===== src/rtl/fifo_uart_tx.sv =====
// fifo_uart_tx: drains bytes from the upstream byte FIFO one at a time and
// serialises each onto an asynchronous 8N1 line, with an optional parity bit.
//
// Ports:
//   clock     in   sole clock, rising edge
//   reset     in   asynchronous active-high reset
//   enable    in   permits popping a new byte (sampled only while idle)
//   empty     in   FIFO empty flag
//   fifodata  in   FIFO read data, valid the cycle after read
//   read      out  FIFO read strobe (registered, one pulse per frame)
//   tx        out  serial line, idles high (registered)
//   busy      out  high whenever the block is not idle (registered)
//   sent      out  one-cycle pulse on the last cycle of the stop bit (registered)
module fifo_uart_tx #(
    parameter int unsigned CLKS_PER_BIT = 16,
    parameter bit          PARITY_EN    = 1'b0,
    parameter bit          PARITY_ODD   = 1'b0
) (
    input  logic       clock,
    input  logic       reset,
    input  logic       enable,
    input  logic       empty,
    input  logic [7:0] fifodata,
    output logic       read,
    output logic       tx,
    output logic       busy,
    output logic       sent
);

    localparam int unsigned    CNT_W      = (CLKS_PER_BIT > 1) ? $clog2(CLKS_PER_BIT) : 1;
    localparam logic [CNT_W-1:0] CNT_RELOAD = CNT_W'(CLKS_PER_BIT - 1);

    typedef enum logic [2:0] {
        S_IDLE,
        S_POP,
        S_LOAD,
        S_START,
        S_DATA,
        S_PARITY,
        S_STOP
    } state_e;

    state_e           state_q, state_d;
    logic [7:0]       shift_q, shift_d;
    logic [2:0]       idx_q, idx_d;
    logic [CNT_W-1:0] cnt_q, cnt_d;
    logic             parity_q, parity_d;
    logic             read_q, read_d;
    logic             tx_q, tx_d;
    logic             busy_q, busy_d;
    logic             sent_q, sent_d;

    // State and output registers
    always_ff @(posedge clock or posedge reset) begin
        if (reset) begin
            state_q  <= S_IDLE;
            shift_q  <= '0;
            idx_q    <= '0;
            cnt_q    <= '0;
            parity_q <= 1'b0;
            read_q   <= 1'b0;
            tx_q     <= 1'b1;
            busy_q   <= 1'b0;
            sent_q   <= 1'b0;
        end else begin
            state_q  <= state_d;
            shift_q  <= shift_d;
            idx_q    <= idx_d;
            cnt_q    <= cnt_d;
            parity_q <= parity_d;
            read_q   <= read_d;
            tx_q     <= tx_d;
            busy_q   <= busy_d;
            sent_q   <= sent_d;
        end
    end

    // Next-state logic; outputs are derived from the next state so the
    // registered outputs line up with the state they describe.
    always_comb begin
        state_d  = state_q;
        shift_d  = shift_q;
        idx_d    = idx_q;
        cnt_d    = cnt_q;
        parity_d = parity_q;
        read_d   = 1'b0;
        tx_d     = 1'b1;
        busy_d   = 1'b0;
        sent_d   = 1'b0;

        unique case (state_q)
            S_IDLE: begin
                if (enable && !empty) begin
                    state_d = S_POP;
                end
            end
            S_POP: begin
                // FIFO presents the byte on fifodata during the next cycle
                state_d = S_LOAD;
            end
            S_LOAD: begin
                shift_d  = fifodata;
                parity_d = (^fifodata) ^ PARITY_ODD;
                cnt_d    = CNT_RELOAD;
                state_d  = S_START;
            end
            S_START: begin
                if (cnt_q == '0) begin
                    cnt_d   = CNT_RELOAD;
                    idx_d   = '0;
                    state_d = S_DATA;
                end else begin
                    cnt_d = cnt_q - CNT_W'(1);
                end
            end
            S_DATA: begin
                if (cnt_q == '0) begin
                    cnt_d = CNT_RELOAD;
                    if (idx_q == 3'd7) begin
                        state_d = PARITY_EN ? S_PARITY : S_STOP;
                    end else begin
                        idx_d   = idx_q + 3'd1;
                        shift_d = {1'b0, shift_q[7:1]};
                    end
                end else begin
                    cnt_d = cnt_q - CNT_W'(1);
                end
            end
            S_PARITY: begin
                if (cnt_q == '0) begin
                    cnt_d   = CNT_RELOAD;
                    state_d = S_STOP;
                end else begin
                    cnt_d = cnt_q - CNT_W'(1);
                end
            end
            S_STOP: begin
                if (cnt_q == '0) begin
                    state_d = S_IDLE;
                end else begin
                    cnt_d = cnt_q - CNT_W'(1);
                end
            end
            default: begin
                state_d = S_IDLE;
            end
        endcase

        read_d = (state_d == S_POP);
        busy_d = (state_d != S_IDLE);
        // Last stop-bit cycle is the one whose counter value is zero
        sent_d = (state_d == S_STOP) && (cnt_d == '0);
        unique case (state_d)
            S_START:  tx_d = 1'b0;
            S_DATA:   tx_d = shift_d[0];
            S_PARITY: tx_d = parity_d;
            default:  tx_d = 1'b1;
        endcase
    end

    assign read = read_q;
    assign tx   = tx_q;
    assign busy = busy_q;
    assign sent = sent_q;

endmodule


===== config.mk =====
export PLATFORM = sky130hd
export DESIGN_NAME = fifo_uart_tx
export DESIGN_NICKNAME = d
export VERILOG_FILES = /design/src/rtl/fifo_uart_tx.sv
export SDC_FILE = /design/constraint.sdc
export NUM_CORES = 1
export LEC_CHECK = 0
export ABC_AREA = 0
export BUFFER_PORTS_ARGS = -buffer_cell sky130_fd_sc_hd__buf_2
export CAP_MARGIN = 20
export CORE_MARGIN = 1
export CORE_UTILIZATION = 30
export CTS_CLUSTER_SIZE = 16
export DETAILED_ROUTE_END_ITERATION = 10
export GPL_TIMING_DRIVEN = 0
export PLACE_DENSITY_LB_ADDON = 0.25
export SKIP_CTS_REPAIR_TIMING = 1
export SYNTH_ARGS = -nofsm -noshare
export SYNTH_HDL_FRONTEND = slang
export SYNTH_SLANG_ARGS = --single-unit
export TNS_END_PERCENT = 100

===== constraint.sdc =====
create_clock -name clock -period 2.1 [get_ports clock]
set_input_delay 0.21 -clock clock [delete_from_list [all_inputs] [get_ports clock]]
set_output_delay 0.21 -clock clock [all_outputs]
set_load 0.01 [all_outputs]

==> impl_summary.txt <==
----------------------------------------------------
[Run status]
  Outcome ... finished clean

[Routing]
  Vias per std cell ... 5.188
  First-pass iteration count of the detailed router ... 4
  Post-Route WL ... 3258 microns
  Count of routing violations after the opening detailed-route iteration ... 40
  DRC violations left ... 0
  Detailed-route wire length per cell ... 13.92 microns
  Via count of the routed design ... 1214
  Post-detailed-route count of antenna-violating nets ... 0

[Power and ir drop]
  Power per unit of standard cell area ... 498.8 nW/um^2
  Leakage dissipation ... 0.7730 nW
  Worst VDD drop ... 188.0 uV
  Total power draw ... 0.8156 mW

[GRT]
  Total global routing overflow ... 0
  Global-route wire length before repair ... 5395 microns
  Pin count of the biggest net entering global routing ... 24
  GRT Overall Usage ... 14.33%
  Antenna violations before repair ... 0
  Vias in the first global route ... 1210

[Logic synthesis]
  Proportion of synthesized chip area in sequential cells ... 42.57%
  Post-Syn Area per Cell ... 8.742 sq um
  Count of flip-flops with a built-in enable after synthesis ... 0
  Post-Synthesis Net Count ... 171
  Gate count of the mapped netlist ... 155
  Yosys Warn Count ... 0
  Most used DFF post-synth ... sky130_fd_sc_hd__dfrtp_1
  Portion of synthesized cell area occupied by the leading cell type ... 40.63%
  Yosys cell types ... 41
  Largest cells by area after synthesis ... sky130_fd_sc_hd__dfrtp_1, sky130_fd_sc_hd__nand2_1, sky130_fd_sc_hd__xnor2_1
  Register bit count reported by yosys ... 23
  Most used standard cell by instance count after synthesis ... sky130_fd_sc_hd__nand2_1
  FFs w/ async S/R, synth ... 100.0%
  Leading cell types by count after synthesis ... sky130_fd_sc_hd__nand2_1, sky130_fd_sc_hd__dfrtp_1, sky130_fd_sc_hd__o21ai_0
  Synth Cell Area ... 1355 sq um
  Library cell with the largest summed area after synthesis ... sky130_fd_sc_hd__dfrtp_1

[Cells and area]
  Non-Filler Cell Area, Final ... 1635 sq um
  Nets ... 199
  Area growth from synthesis to layout ... 20.68%
  Fraction of layout cells with a size suffix above 1 ... 23.63%
  Antenna diodes ... 0
  Share of the core filled with cells ... 37.56%

[Timing]
  Setup repair after global routing missed its margin ... true
  Total count of hold-check failures in the final report ... 0
  Final setup violation count ... 0
  Worst clock skew on the final layout ... 0.003008 ns
  Final cycle utilization of the critical path ... 96.62%
  Transition time of the tightest slew-check pin ... 0.9078 ns
  Post-route minimum period ... 2.029 ns
  Hold slack ... 0.1280 ns
  Worst slew margin relative to its limit ... 39.41%
  Upper clock frequency limit ... 492.9 MHz
  Number of pins with negative max-slew slack in the final report ... 0
  Setup_tns ... 0 ns

[CTS]
  Clock Root Buffer ... sky130_fd_sc_hd__clkbuf_8
  Clk buf depth ... 2
  Clk sinks ... 23
  CTS Buf Count ... 3
  Clock Pin Slew Worst Setup and Hold Paths ... 0.08 ns
  Clock latency at the later pin of the worst-skew pair ... 0.27 ns
  Clock tree from TritonCTS ... yes
  Deepest level of the CTS H-tree ... 1

[Placement]
  Number of buffer cells added on primary ports ... 15
  Placed Area ... 1495 sq um
  Half-perimeter wire length after detailed placement ... 2311 microns
  Weighted congestion reported at the end of routability-driven placement ... 0.7255

[Floorplan]
  Area of the die ... 4789 sq um
  Die Ht ... 69.21 microns
  Cell Rows ... 24
  Ports placed on the boundary ... 16
  Horizontal die dimension ... 69.21 microns
  Placeable Area ... 4354 sq um
  Starting Density ... 31.12%

[Hold path]
  Class of the tightest hold or removal check ... in2async

[Worst setup path]
  Worst-path fanout max ... 4
  Kind of start point of the critical path ... flip-flop
  Kind of end point of the critical path ... flip-flop
  Launching point of the worst reg2reg path ... cnt_q[1]
  Data required time of the worst path ... 2.27 ns
  Worst path arrival time ... 2.20 ns
  R2r worst-path depth ... 9
  FF-to-FF End ... sent
  Flop2flop setup slack ... 0.07 ns
  Startpoint-to-endpoint class of the critical path ... reg2reg

[Flow run]
  Number of maximum-capacitance constraint violations ... 0

----------------------------------------------------
==> layout make-up <==
| cell class | count | area [sq um] |
|---|---|---|
| Inverter | 5 | 18.77 |
| Fill cell | 437 | 2719 |
| Buffer | 8 | 36.28 |
| Tap cell | 52 | 65.06 |
| Sequential cell | 23 | 576.8 |
| Multi-Input combinational cell | 119 | 758.2 |
| Timing Repair Buffer | 23 | 135.1 |
| Clock buffer | 4 | 45.04 |
==> cells in the final DEF, fill, tap and decap left out, types with 2 or more instances in the layout <==
cell type                  netlist  layout
sky130_fd_sc_hd__ha_1            4       2
sky130_fd_sc_hd__buf_4           0       8
sky130_fd_sc_hd__xnor2_1         7       7
sky130_fd_sc_hd__and2_1          3       3
sky130_fd_sc_hd__o22ai_1         2       2
sky130_fd_sc_hd__nor2b_1         3       3
sky130_fd_sc_hd__buf_2           5      20
sky130_fd_sc_hd__o21ai_0        12      11
sky130_fd_sc_hd__nor2_1         10      10
sky130_fd_sc_hd__nand3_1         4       4
sky130_fd_sc_hd__a21oi_1         9       9
sky130_fd_sc_hd__nor3_1          2       2
sky130_fd_sc_hd__ha_4            0       2
sky130_fd_sc_hd__a22o_1          3       3
sky130_fd_sc_hd__clkbuf_8        0       3
sky130_fd_sc_hd__a21o_1          2       2
sky130_fd_sc_hd__nor4_1          2       2
sky130_fd_sc_hd__a22oi_1         6       6
sky130_fd_sc_hd__inv_2           1       3
sky130_fd_sc_hd__nand2b_1        4       4
sky130_fd_sc_hd__dfrtp_1        22      22
sky130_fd_sc_hd__inv_1           4       2
sky130_fd_sc_hd__nand2_1        27      27
sky130_fd_sc_hd__a31oi_1         2       2
sky130_fd_sc_hd__clkbuf_1        2       3
==> power breakdown <==
part	leakage (nW)	internal, mW	switching [mW]	total, mW
clock	0.0228	0.136	0.146	0.281
sequential	0.287	0.459	0.00805	0.467
combinational	0.463	0.0324	0.0351	0.0675
total	0.773	0.627	0.189	0.816
==> metrics by stage <==
stage / std cells / worst slack, ns
3_5_place_dp: 222 / -0.1566
4_1_cts: 226 / -0.1849
3_3_place_gp: 222 / -0.08584
2_1_floorplan: 155 / 0.1987
5_1_grt: 234 / -0.04428
6_report: 234 / 0.07102
==> cell families (layout without fill, tap and decap cells) <==
| group | Yosys count | in the layout | synth area share, % |
|---|---|---|---|
| adder cells (fa/ha/maj) | 4 | 4 | 3.694 |
| flip-flops | 23 | 23 | 42.57 |
| AND/OR/NAND/NOR | 62 | 62 | 22.72 |
| buffers and inverters | 13 | 40 | 4.062 |
| multiplexers | 2 | 2 | 1.570 |
| AO/OA/AOI/OAI | 44 | 44 | 20.87 |
| XOR/XNOR | 7 | 7 | 4.525 |
==> metal layers <==
layer  part of all wire (%)  track usage [%]  wire length, microns
met2                     49            25.46                  1600
met5                      0                0                     0
met3                    3.2            3.052                   105
met4                    2.2            7.256                    73
met1                     45            16.03                  1479
==> registers in the layout (all words and copies together) (netlist names) <==
name,flops
sent,1
busy,1
idx_q,3
parity_q,1
tx,1
state_q,3
read,1
shift_q,8
cnt_q,4
==> critical path, cell delays in order (launching register included) <==
cell                       delay [ns]
sky130_fd_sc_hd__dfrtp_1         0.43
sky130_fd_sc_hd__inv_2           0.10
sky130_fd_sc_hd__ha_4            0.16
sky130_fd_sc_hd__nor3b_4         0.25
sky130_fd_sc_hd__inv_2           0.10
sky130_fd_sc_hd__ha_4            0.22
sky130_fd_sc_hd__o21ai_2         0.11
sky130_fd_sc_hd__a22o_1          0.15
sky130_fd_sc_hd__o211ai_1        0.11
sky130_fd_sc_hd__nor4_1          0.29
==> worst max-delay path by stage <==
stage              from    to  slack, ns  cells after the start
6_report       cnt_q[1]  sent       0.07                      9
2_1_floorplan  cnt_q[0]  sent       0.20                      9
3_5_place_dp   cnt_q[0]  sent      -0.16                      9
4_1_cts        cnt_q[0]  sent      -0.18                      9
3_3_place_gp   cnt_q[0]  sent      -0.09                      9
5_1_grt        cnt_q[1]  sent      -0.04                      9
(Power assumes the default switching activity.)
